<file path="config.mk">
export PLATFORM = sky130hd
export DESIGN_NAME = fft64_frame_feeder_flat
export DESIGN_NICKNAME = d
export VERILOG_FILES = /design/src/rtl/fft64_frame_feeder_if.sv /design/src/rtl/fft64_frame_feeder.sv /design/src/flat_wrapper.sv
export SDC_FILE = /design/constraint.sdc
export NUM_CORES = 2
export LEC_CHECK = 0
export CELL_PAD_IN_SITES_DETAIL_PLACEMENT = 1
export CELL_PAD_IN_SITES_GLOBAL_PLACEMENT = 2
export CORE_ASPECT_RATIO = 1.4
export CORE_MARGIN = 3
export CORE_UTILIZATION = 40
export CTS_BUF_LIST = sky130_fd_sc_hd__clkbuf_2 sky130_fd_sc_hd__clkbuf_4 sky130_fd_sc_hd__clkbuf_8
export DETAILED_ROUTE_END_ITERATION = 7
export PLACE_DENSITY = 0.69
export SLEW_MARGIN = 20
export SYNTH_ARGS = -nofsm -noshare
export SYNTH_HDL_FRONTEND = slang
export SYNTH_SLANG_ARGS = --single-unit
export TNS_END_PERCENT = 1
</file>
<file path="constraint.sdc">
create_clock -name CLK -period 3.75 [get_ports CLK]
set_input_delay 0.75 -clock CLK [delete_from_list [all_inputs] [get_ports CLK]]
set_output_delay 0.75 -clock CLK [all_outputs]
set_load 0.03 [all_outputs]
</file>
<file path="src/rtl/fft64_frame_feeder_if.sv">
// Sample-stream bundle for fft64_frame_feeder: upstream valid/ready input side
// plus the burst output that drives valid_a/ar/ai of fft64/ifft64.
interface fft64_frame_feeder_if #(
   parameter int WIDTH = 11
);
   logic             valid_i;
   logic             ready_o;
   logic [WIDTH-1:0] dr;
   logic [WIDTH-1:0] di;
   logic             valid_o;
   logic [WIDTH-1:0] xr;
   logic [WIDTH-1:0] xi;
   logic             frame_o;

   modport master (
      output valid_i, dr, di,
      input  ready_o, valid_o, xr, xi, frame_o
   );

   modport slave (
      input  valid_i, dr, di,
      output ready_o, valid_o, xr, xi, frame_o
   );
endinterface

</file>
<file path="src/rtl/fft64_frame_feeder.sv">
// Ping-pong 2x64 frame buffer emitting unbroken 64-cycle bursts with a minimum idle gap.
// Optional macro FEEDER_BITREV_EN: burst read in bit-reversed index order.
module fft64_frame_feeder #(
   parameter int WIDTH = 11,
   parameter int GAP   = 0
) (
   input  logic                 CLK,
   input  logic                 RST,
   fft64_frame_feeder_if.slave  bus
);
   typedef enum logic [1:0] {S_IDLE, S_BURST, S_GAP} state_t;

   // GAP state also counts the IDLE cycle that follows it, so it lasts GAP-1 cycles
   localparam logic [7:0] GAP_LAST = 8'((GAP > 1) ? GAP - 1 : 1);

   logic [WIDTH-1:0] r_mem_r [0:127];
   logic [WIDTH-1:0] r_mem_i [0:127];

   state_t           r_state;
   logic [1:0]       r_full;
   logic             r_wr_bank;
   logic [5:0]       r_wr_cnt;
   logic             r_rd_bank;
   logic [5:0]       r_rd_cnt;
   logic [7:0]       r_gap_cnt;
   logic             r_valid;
   logic             r_frame;
   logic [WIDTH-1:0] r_xr;
   logic [WIDTH-1:0] r_xi;

   logic             w_ready;
   logic             w_wr_en;
   logic             w_wr_last;
   logic             w_rd_last;
   logic [1:0]       w_full_set;
   logic [1:0]       w_full_clr;
   logic [5:0]       w_rd_idx;
   logic [6:0]       w_rd_addr;

   assign w_ready    = !RST && !r_full[r_wr_bank];
   assign w_wr_en    = bus.valid_i && w_ready;
   assign w_wr_last  = w_wr_en && (r_wr_cnt == 6'd63);
   assign w_rd_last  = (r_state == S_BURST) && (r_rd_cnt == 6'd63);
   assign w_full_set = w_wr_last ? (2'b01 << r_wr_bank) : 2'b00;
   assign w_full_clr = w_rd_last ? (2'b01 << r_rd_bank) : 2'b00;

   always_comb begin
      w_rd_idx = r_rd_cnt;
`ifdef FEEDER_BITREV_EN
      for (int b = 0; b < 6; b++) w_rd_idx[b] = r_rd_cnt[5-b];
`endif
   end

   assign w_rd_addr = {r_rd_bank, w_rd_idx};

   always_ff @(posedge CLK) begin
      if (w_wr_en) begin
         r_mem_r[{r_wr_bank, r_wr_cnt}] <= bus.dr;
         r_mem_i[{r_wr_bank, r_wr_cnt}] <= bus.di;
      end
   end

   always_ff @(posedge CLK) begin
      if (RST) begin
         r_state   <= S_IDLE;
         r_full    <= 2'b00;
         r_wr_bank <= 1'b0;
         r_wr_cnt  <= 6'd0;
         r_rd_bank <= 1'b0;
         r_rd_cnt  <= 6'd0;
         r_gap_cnt <= 8'd0;
         r_valid   <= 1'b0;
         r_frame   <= 1'b0;
         r_xr      <= '0;
         r_xi      <= '0;
      end else begin
         // set and clear always target different banks, so both apply
         r_full <= (r_full & ~w_full_clr) | w_full_set;
         if (w_wr_en) begin
            r_wr_cnt <= r_wr_cnt + 6'd1;
            if (r_wr_cnt == 6'd63) r_wr_bank <= ~r_wr_bank;
         end
         r_valid <= 1'b0;
         r_frame <= 1'b0;
         case (r_state)
            S_IDLE: begin
               if (r_full[r_rd_bank]) begin
                  r_state  <= S_BURST;
                  r_rd_cnt <= 6'd0;
               end
            end
            S_BURST: begin
               r_valid  <= 1'b1;
               r_frame  <= (r_rd_cnt == 6'd0);
               r_xr     <= r_mem_r[w_rd_addr];
               r_xi     <= r_mem_i[w_rd_addr];
               r_rd_cnt <= r_rd_cnt + 6'd1;
               if (r_rd_cnt == 6'd63) begin
                  r_rd_bank <= ~r_rd_bank;
                  if (GAP > 0) begin
                     r_state   <= S_GAP;
                     r_gap_cnt <= 8'd1;
                  end else if (r_full[~r_rd_bank]) begin
                     r_state <= S_BURST;
                  end else begin
                     r_state <= S_IDLE;
                  end
               end
            end
            S_GAP: begin
               if (r_gap_cnt == GAP_LAST) r_state <= S_IDLE;
               else                       r_gap_cnt <= r_gap_cnt + 8'd1;
            end
            default: r_state <= S_IDLE;
         endcase
      end
   end

   assign bus.ready_o = w_ready;
   assign bus.valid_o = r_valid;
   assign bus.frame_o = r_frame;
   assign bus.xr      = r_xr;
   assign bus.xi      = r_xi;
endmodule

</file>
<file path="src/flat_wrapper.sv">
// flat-port wrapper written by rule: the top's interface ports become plain ports
module fft64_frame_feeder_flat 
#(
   parameter int WIDTH = 11,
   parameter int GAP   = 0
)
  (CLK, RST, bus_valid_i, bus_dr, bus_di, bus_ready_o, bus_valid_o, bus_xr, bus_xi, bus_frame_o);
  fft64_frame_feeder_if #(.WIDTH(WIDTH)) bus_i ();
  input  logic CLK;
  input  logic RST;
  input wire logic [$bits(bus_i.valid_i)-1:0] bus_valid_i;
  input wire logic [$bits(bus_i.dr)-1:0] bus_dr;
  input wire logic [$bits(bus_i.di)-1:0] bus_di;
  output wire logic [$bits(bus_i.ready_o)-1:0] bus_ready_o;
  output wire logic [$bits(bus_i.valid_o)-1:0] bus_valid_o;
  output wire logic [$bits(bus_i.xr)-1:0] bus_xr;
  output wire logic [$bits(bus_i.xi)-1:0] bus_xi;
  output wire logic [$bits(bus_i.frame_o)-1:0] bus_frame_o;
  assign bus_i.valid_i = bus_valid_i;
  assign bus_i.dr = bus_dr;
  assign bus_i.di = bus_di;
  assign bus_ready_o = bus_i.ready_o;
  assign bus_valid_o = bus_i.valid_o;
  assign bus_xr = bus_i.xr;
  assign bus_xi = bus_i.xi;
  assign bus_frame_o = bus_i.frame_o;
  fft64_frame_feeder #(.WIDTH(WIDTH), .GAP(GAP)) u_core (.CLK(CLK), .RST(RST), .bus(bus_i));
endmodule
</file>
### Yosys cells after proc, flatten, opt, wreduce, memory -nomap -nowiden

Memories as Yosys holds them, arrays and structs flattened. A register that Yosys moved wholly into a read port is not among the register bits.
Index checks and enable logic that the tools add are counted.

| word-level totals | value |
|---|---|
| register bits after elaboration | 28 |
| RAM bits | 2,816 |
| output and inout bits | 25 |
| logic and storage cells | 67 |
| memories | 2 |

Memories:

| name | words | width | rd ports | clocked after memory_dff | write ports | RTL line | RTL |
|---|---|---|---|---|---|---|---|
| u_core.r_mem_i | 128 | 11 | 1 | 1 | 1 | fft64_frame_feeder.sv:17 | `logic [WIDTH-1:0] r_mem_i [0:127];` |
| u_core.r_mem_r | 128 | 11 | 1 | 1 | 1 | fft64_frame_feeder.sv:16 | `logic [WIDTH-1:0] r_mem_r [0:127];` |

| cells by class | value |
|---|---|
| $add $sub $neg | 3 |
| $lt $le $gt $ge | 3 |
| equality and inequality tests | 8 |
| shift operators | 2 |
| multiplexer cells | 18 |
| bitwise operators | 7 |
| reductions and logical operators | 15 |

Operator list:

| kind | number |
|---|---|
| adder 6 x 1 -> 6 bit, second input constant | 2 |
| equality test 6 bit, second input constant | 2 |
| case mux 6 bit (2 select lines) | 1 |
| two-way mux 1 bit | 10 |
| two-way mux 2 bit | 5 |
| adder 8 x 1 -> 8 bit, second input constant | 1 |
| equality test 8 x 1 -> 1 bit, second input constant | 1 |
| AND reduction 2 bit | 4 |
| zero test 6 bit | 1 |
| less-than comparator 1 x 2 -> 1 bit, second input constant | 3 |
| two-way mux 6 bit | 1 |
| case mux 2 bit (3 select lines) | 1 |
| logical AND 1 bit | 4 |
| inequality test 2 x 1 -> 1 bit, second input constant | 2 |
| NOT 1 bit | 4 |
| << shifter 1 x 1 -> 2 bit, first input constant | 2 |
| AND reduction 3 bit | 1 |
| bitwise AND 2 bit | 1 |
| equality test 2 x 1 -> 1 bit, second input constant | 1 |
| equality test 2 bit, second input constant | 1 |
| zero test 1 bit | 2 |
| zero test 2 bit | 1 |
| inequality test 2 bit, second input constant | 1 |
| NOT 2 bit | 1 |
| other kinds (3) | 3 |

### Logic depth before layout (Yosys ltp)

| logic depth | value |
|---|---|
| depth in word-level cells | 8 |
| mapped depth | 12 |

### Worst setup path after synthesis

Ideal clock, no wire load.

| timing | value |
|---|---|
| path kind | input -> register |
| from | input port RST |
| to | memory u_core.r_mem_i[102][0], enable pin |
| library setup time | 0.401 ns |
| arrival time | 2.958 ns |
| required time | 3.349 ns |
| slack | 0.392 ns |
| cell stages on the path | 7 |
| path buffers | 3 |
| cells stage by stage | clkbuf_1 > nor3b_1 > buf_2 > nor2b_1 > nand3_1 > clkbuf_1 > nor2_1 |

| on the way | value |
|---|---|
| longest elaborated chain between the ends | 5 |

RTL lines:

| item | RTL line | RTL |
|---|---|---|
| start: declaration | flat_wrapper.sv:10 | `input logic RST;` |
| zero test 1 bit | fft64_frame_feeder.sv:40 | `assign w_ready = !RST && !r_full[r_wr_bank];` |
| logical AND 1 bit | fft64_frame_feeder.sv:40 |  |
| logical AND 1 bit | fft64_frame_feeder.sv:41 | `assign w_wr_en = bus.valid_i && w_ready;` |
| two-way mux 1 bit | fft64_frame_feeder.sv:57 | `if (w_wr_en) begin` |
| two-way mux 1 bit (implied by the code) | fft64_frame_feeder.sv:59 | `r_mem_i[{r_wr_bank, r_wr_cnt}] <= bus.di;` |
| end: declaration | fft64_frame_feeder.sv:17 |  |

Every way passes these cells.

==> flow_summary_export.csv <==
group,metric,value,unit
layout,final_cell_mix,"edfxtp_1 (2816), mux2i_1 (477), mux4_2 (438), clkbuf_8 (434), buf_4 (276)",
cts,cts_tree,"done",
placement,routabilityCongestion,0.846,
sta,min_period,3.66,ns
logic_synthesis,yosysWarnings,0,
layout,fin_nets,5933,
layout,syn2layout_area_growth,15.2,%
logic_synthesis,synthArstFlopShare,0,%
critical_path,rrSetupSlack,0.09,ns
power_and_ir_drop,power_density,473,mW/mm^2
cts,insertion_delay,1.04,ns
sta,max_slew_margin,21.3,%
power_and_ir_drop,leakagePower,0.0389,uW
status,status,"completed",
global_routing,grt_max_degree,129,
placement,post-place-cells,9166,
sta,rsz0062_at_grt,"no",
sta,fin_skew,0.100,ns
logic_synthesis,ys_top_cells_by_area,"edfxtp_1 (76%), mux4_2 (8.8%), mux2i_1 (4.3%)",
routing,routedWlPerCell,35.6,um
logic_synthesis,netlist_area,0.112,mm^2
floorplan,dieWidth,452,um
power_and_ir_drop,combPwrFrac,1.3,%
cts,cts_made_buffers,417,
sta,setup_viol,0,
routing,vias_per_cell,5.95,
critical_path,worstSetupEndpointType,"flip-flop",
sta,max_freq,273,MHz
sta,drv_slew,0,
logic_synthesis,ys_seq_elements,2857,
cts,clockBufferDepth,4,
power_and_ir_drop,sequentialPowerShare,57.7,%
min_path,hold_class,"input pin to flip-flop",
global_routing,grtUsageTotal,24.4,%
critical_path,crit_type,"flip-flop to flip-flop",
placement,place.port_buffers,49,
cts,path_clk_slew,0.06,ns
routing,dr.pass1.iters,5,
cts,h-tree-depth,5,
floorplan,core_area,0.276,mm^2
logic_synthesis,yosysTopAreaCell,"edfxtp_1",
floorplan,ios,50,
cts,cts_root_buf,"clkbuf_8",
routing,vias,59100,
logic_synthesis,syn_nets,5329,
critical_path,critPathMaxFanout,27,
global_routing,grt_pass1_wl,489,mm
power_and_ir_drop,clock_power_share,41.0,%
logic_synthesis,yosysSeqAreaShare,76.6,%
sta,hold_viol,0,
power_and_ir_drop,power.switching,12700,uW
logic_synthesis,synth_edf_count,2816,
sta,finalSetupTns,0,ns
logic_synthesis,syn_inst,5301,
power_and_ir_drop,intPower,48100,uW
global_routing,overflow,0,
floorplan,dieArea,0.285,mm^2
cts,cts.sinks,2857,
critical_path,arrival,4.54,ns
power_and_ir_drop,sw_frac_of_total,20.8,%
layout,stdcell_count,9924,
floorplan,initial_core_util,40.3,%
global_routing,antenna_found_initial,12,
routing,drc,0,
logic_synthesis,netlist-cell-type-count,77,
layout,utilization,46.5,%
placement,dp_hpwl,211,mm
floorplan,fp.dieH,631,um
logic_synthesis,synth_ff_type,"edfxtp_1",
floorplan,rows,228,
global_routing,grt_pass1_vias,61300,
sta,fin_crit_sh,97.6,%
layout,layout_commonest_cell,"edfxtp_1",
power_and_ir_drop,vdd.ir_drop.worst,0.000296,V
sta,tightest_slew,1.18,ns
routing,ant_nets,0,
logic_synthesis,yosys.area.top_type_share,75.8,%
job,cap_viol_max_count,0,
logic_synthesis,syn_avg_cell_area,21.0,um^2
routing,wirelength,353,mm
critical_path,startpoint_type,"flip-flop",
routing,drtIter0Drc,6632,
critical_path,worstPathRequired,4.63,ns
layout,drive_above_1_share,28.0,%
==> critical path, cell delays in order (launching register included) <==
cell and delay [ns]:
dfxtp_4 0.41, buf_12 0.24, buf_4 0.35, mux4_2 0.56, mux4_2 0.48, nand2_1 0.18
o31ai_2 0.19, nor4_1 0.72, buf_4 0.26, nor3_1 0.05
==> through the flow <==
stage                     hold slack [ns]  total power, uW  instance area, um^2  worst slack, ns
after floorplan                     0.471            35800               112000            0.392
after global placement              0.492            36500               120000           -0.461
after detailed placement            0.517            36600               120000          -0.0632
after CTS                          0.0444            61300               128000           0.0957
after global routing               0.0980            62700               128000           0.0567
final                               0.131            60800               128000           0.0917
==> registers in the layout, indices dropped and copies added (netlist names) <==
register,count
u_core.r_mem_i,1408
u_core.r_rd_bank,1
u_core.bus.xr,11
u_core.r_rd_cnt,6
u_core.r_state,1
u_core.bus.frame_o,1
u_core.bus.xi,11
u_core.bus.valid_o,1
u_core.r_wr_bank,1
u_core.r_mem_r,1408
u_core.r_full,2
u_core.r_wr_cnt,6
==> layout make-up <==
class / count / area (um^2)
fillers: 25200 / 148000
flip-flops and latches: 2857 / 85400
multi-input cells: 2126 / 24000
clock buffers: 560 / 6920
repair buffers: 495 / 6180
well taps: 3680 / 4600
clock inverters: 192 / 1260
inverters: 8 / 43.8
diodes: 6 / 15.0
==> final timing paths <==
check,cells past startpoint,start,to
worst max-delay path,9,u_core.r_rd_cnt[0],u_core.bus.xi[1]
worst min-delay path,1,bus_dr[9],u_core.r_mem_r[63][9]
worst max register to register,9,u_core.r_rd_cnt[0],u_core.bus.xi[1]
worst min register to register,2,u_core.r_full[0],u_core.r_full[0]
==> cells in the mapped netlist (26+ instances only) <==
cell	instances
clkbuf_1	108
nand2_1	71
buf_8	38
nor2_1	225
mux4_1	75
nor3_1	58
nand3_1	38
mux2i_1	477
o22ai_1	93
dfxtp_1	41
o21ai_0	80
edfxtp_1	2816
o221ai_1	163
buf_2	57
a21oi_1	103
a221oi_1	26
buf_6	36
mux4_2	438
==> metal layers <==
layer  track usage (%)  routed length [um]  up-vias
li1                  -                   -    23700
met1              30.9              135000    32100
met2              41.8              178000     2636
met3              3.55               22700      656
met4              10.7               17300        4
met5                 0                  27        -
==> power groups by stage <==
stage / Sequential (uW) / Combinational (uW) / Clock, uW
3_3_place_gp: 35800 / 741 / 0
4_1_cts: 35100 / 788 / 25500
6_report: 35100 / 776 / 25000
5_1_grt: 35100 / 823 / 26800
3_5_place_dp: 35800 / 791 / 0
2_1_floorplan: 35800 / 56.4 / 0
==> cells by family after synthesis <==
logic type / after synthesis / synth area share, %
fa+ha+maj: 3 / 0.0337
mux: 1014 / 15.1
flops: 2857 / 76.6
compound gates: 617 / 3.93
buf+inv: 318 / 2.29
simple gates: 485 / 1.98
xor+xnor: 7 / 0.0550
==> timing repair <==
action / in CTS / in global routing
hold endpoints to repair: 0 / 0
cloned: 0 / 0
setup endpoints to repair: 3 / 1
hold buffers: 0 / 0
gates resized for setup: 3 / 1
setup buffers: 0 / 0
Power figures use the tool's default switching activity.
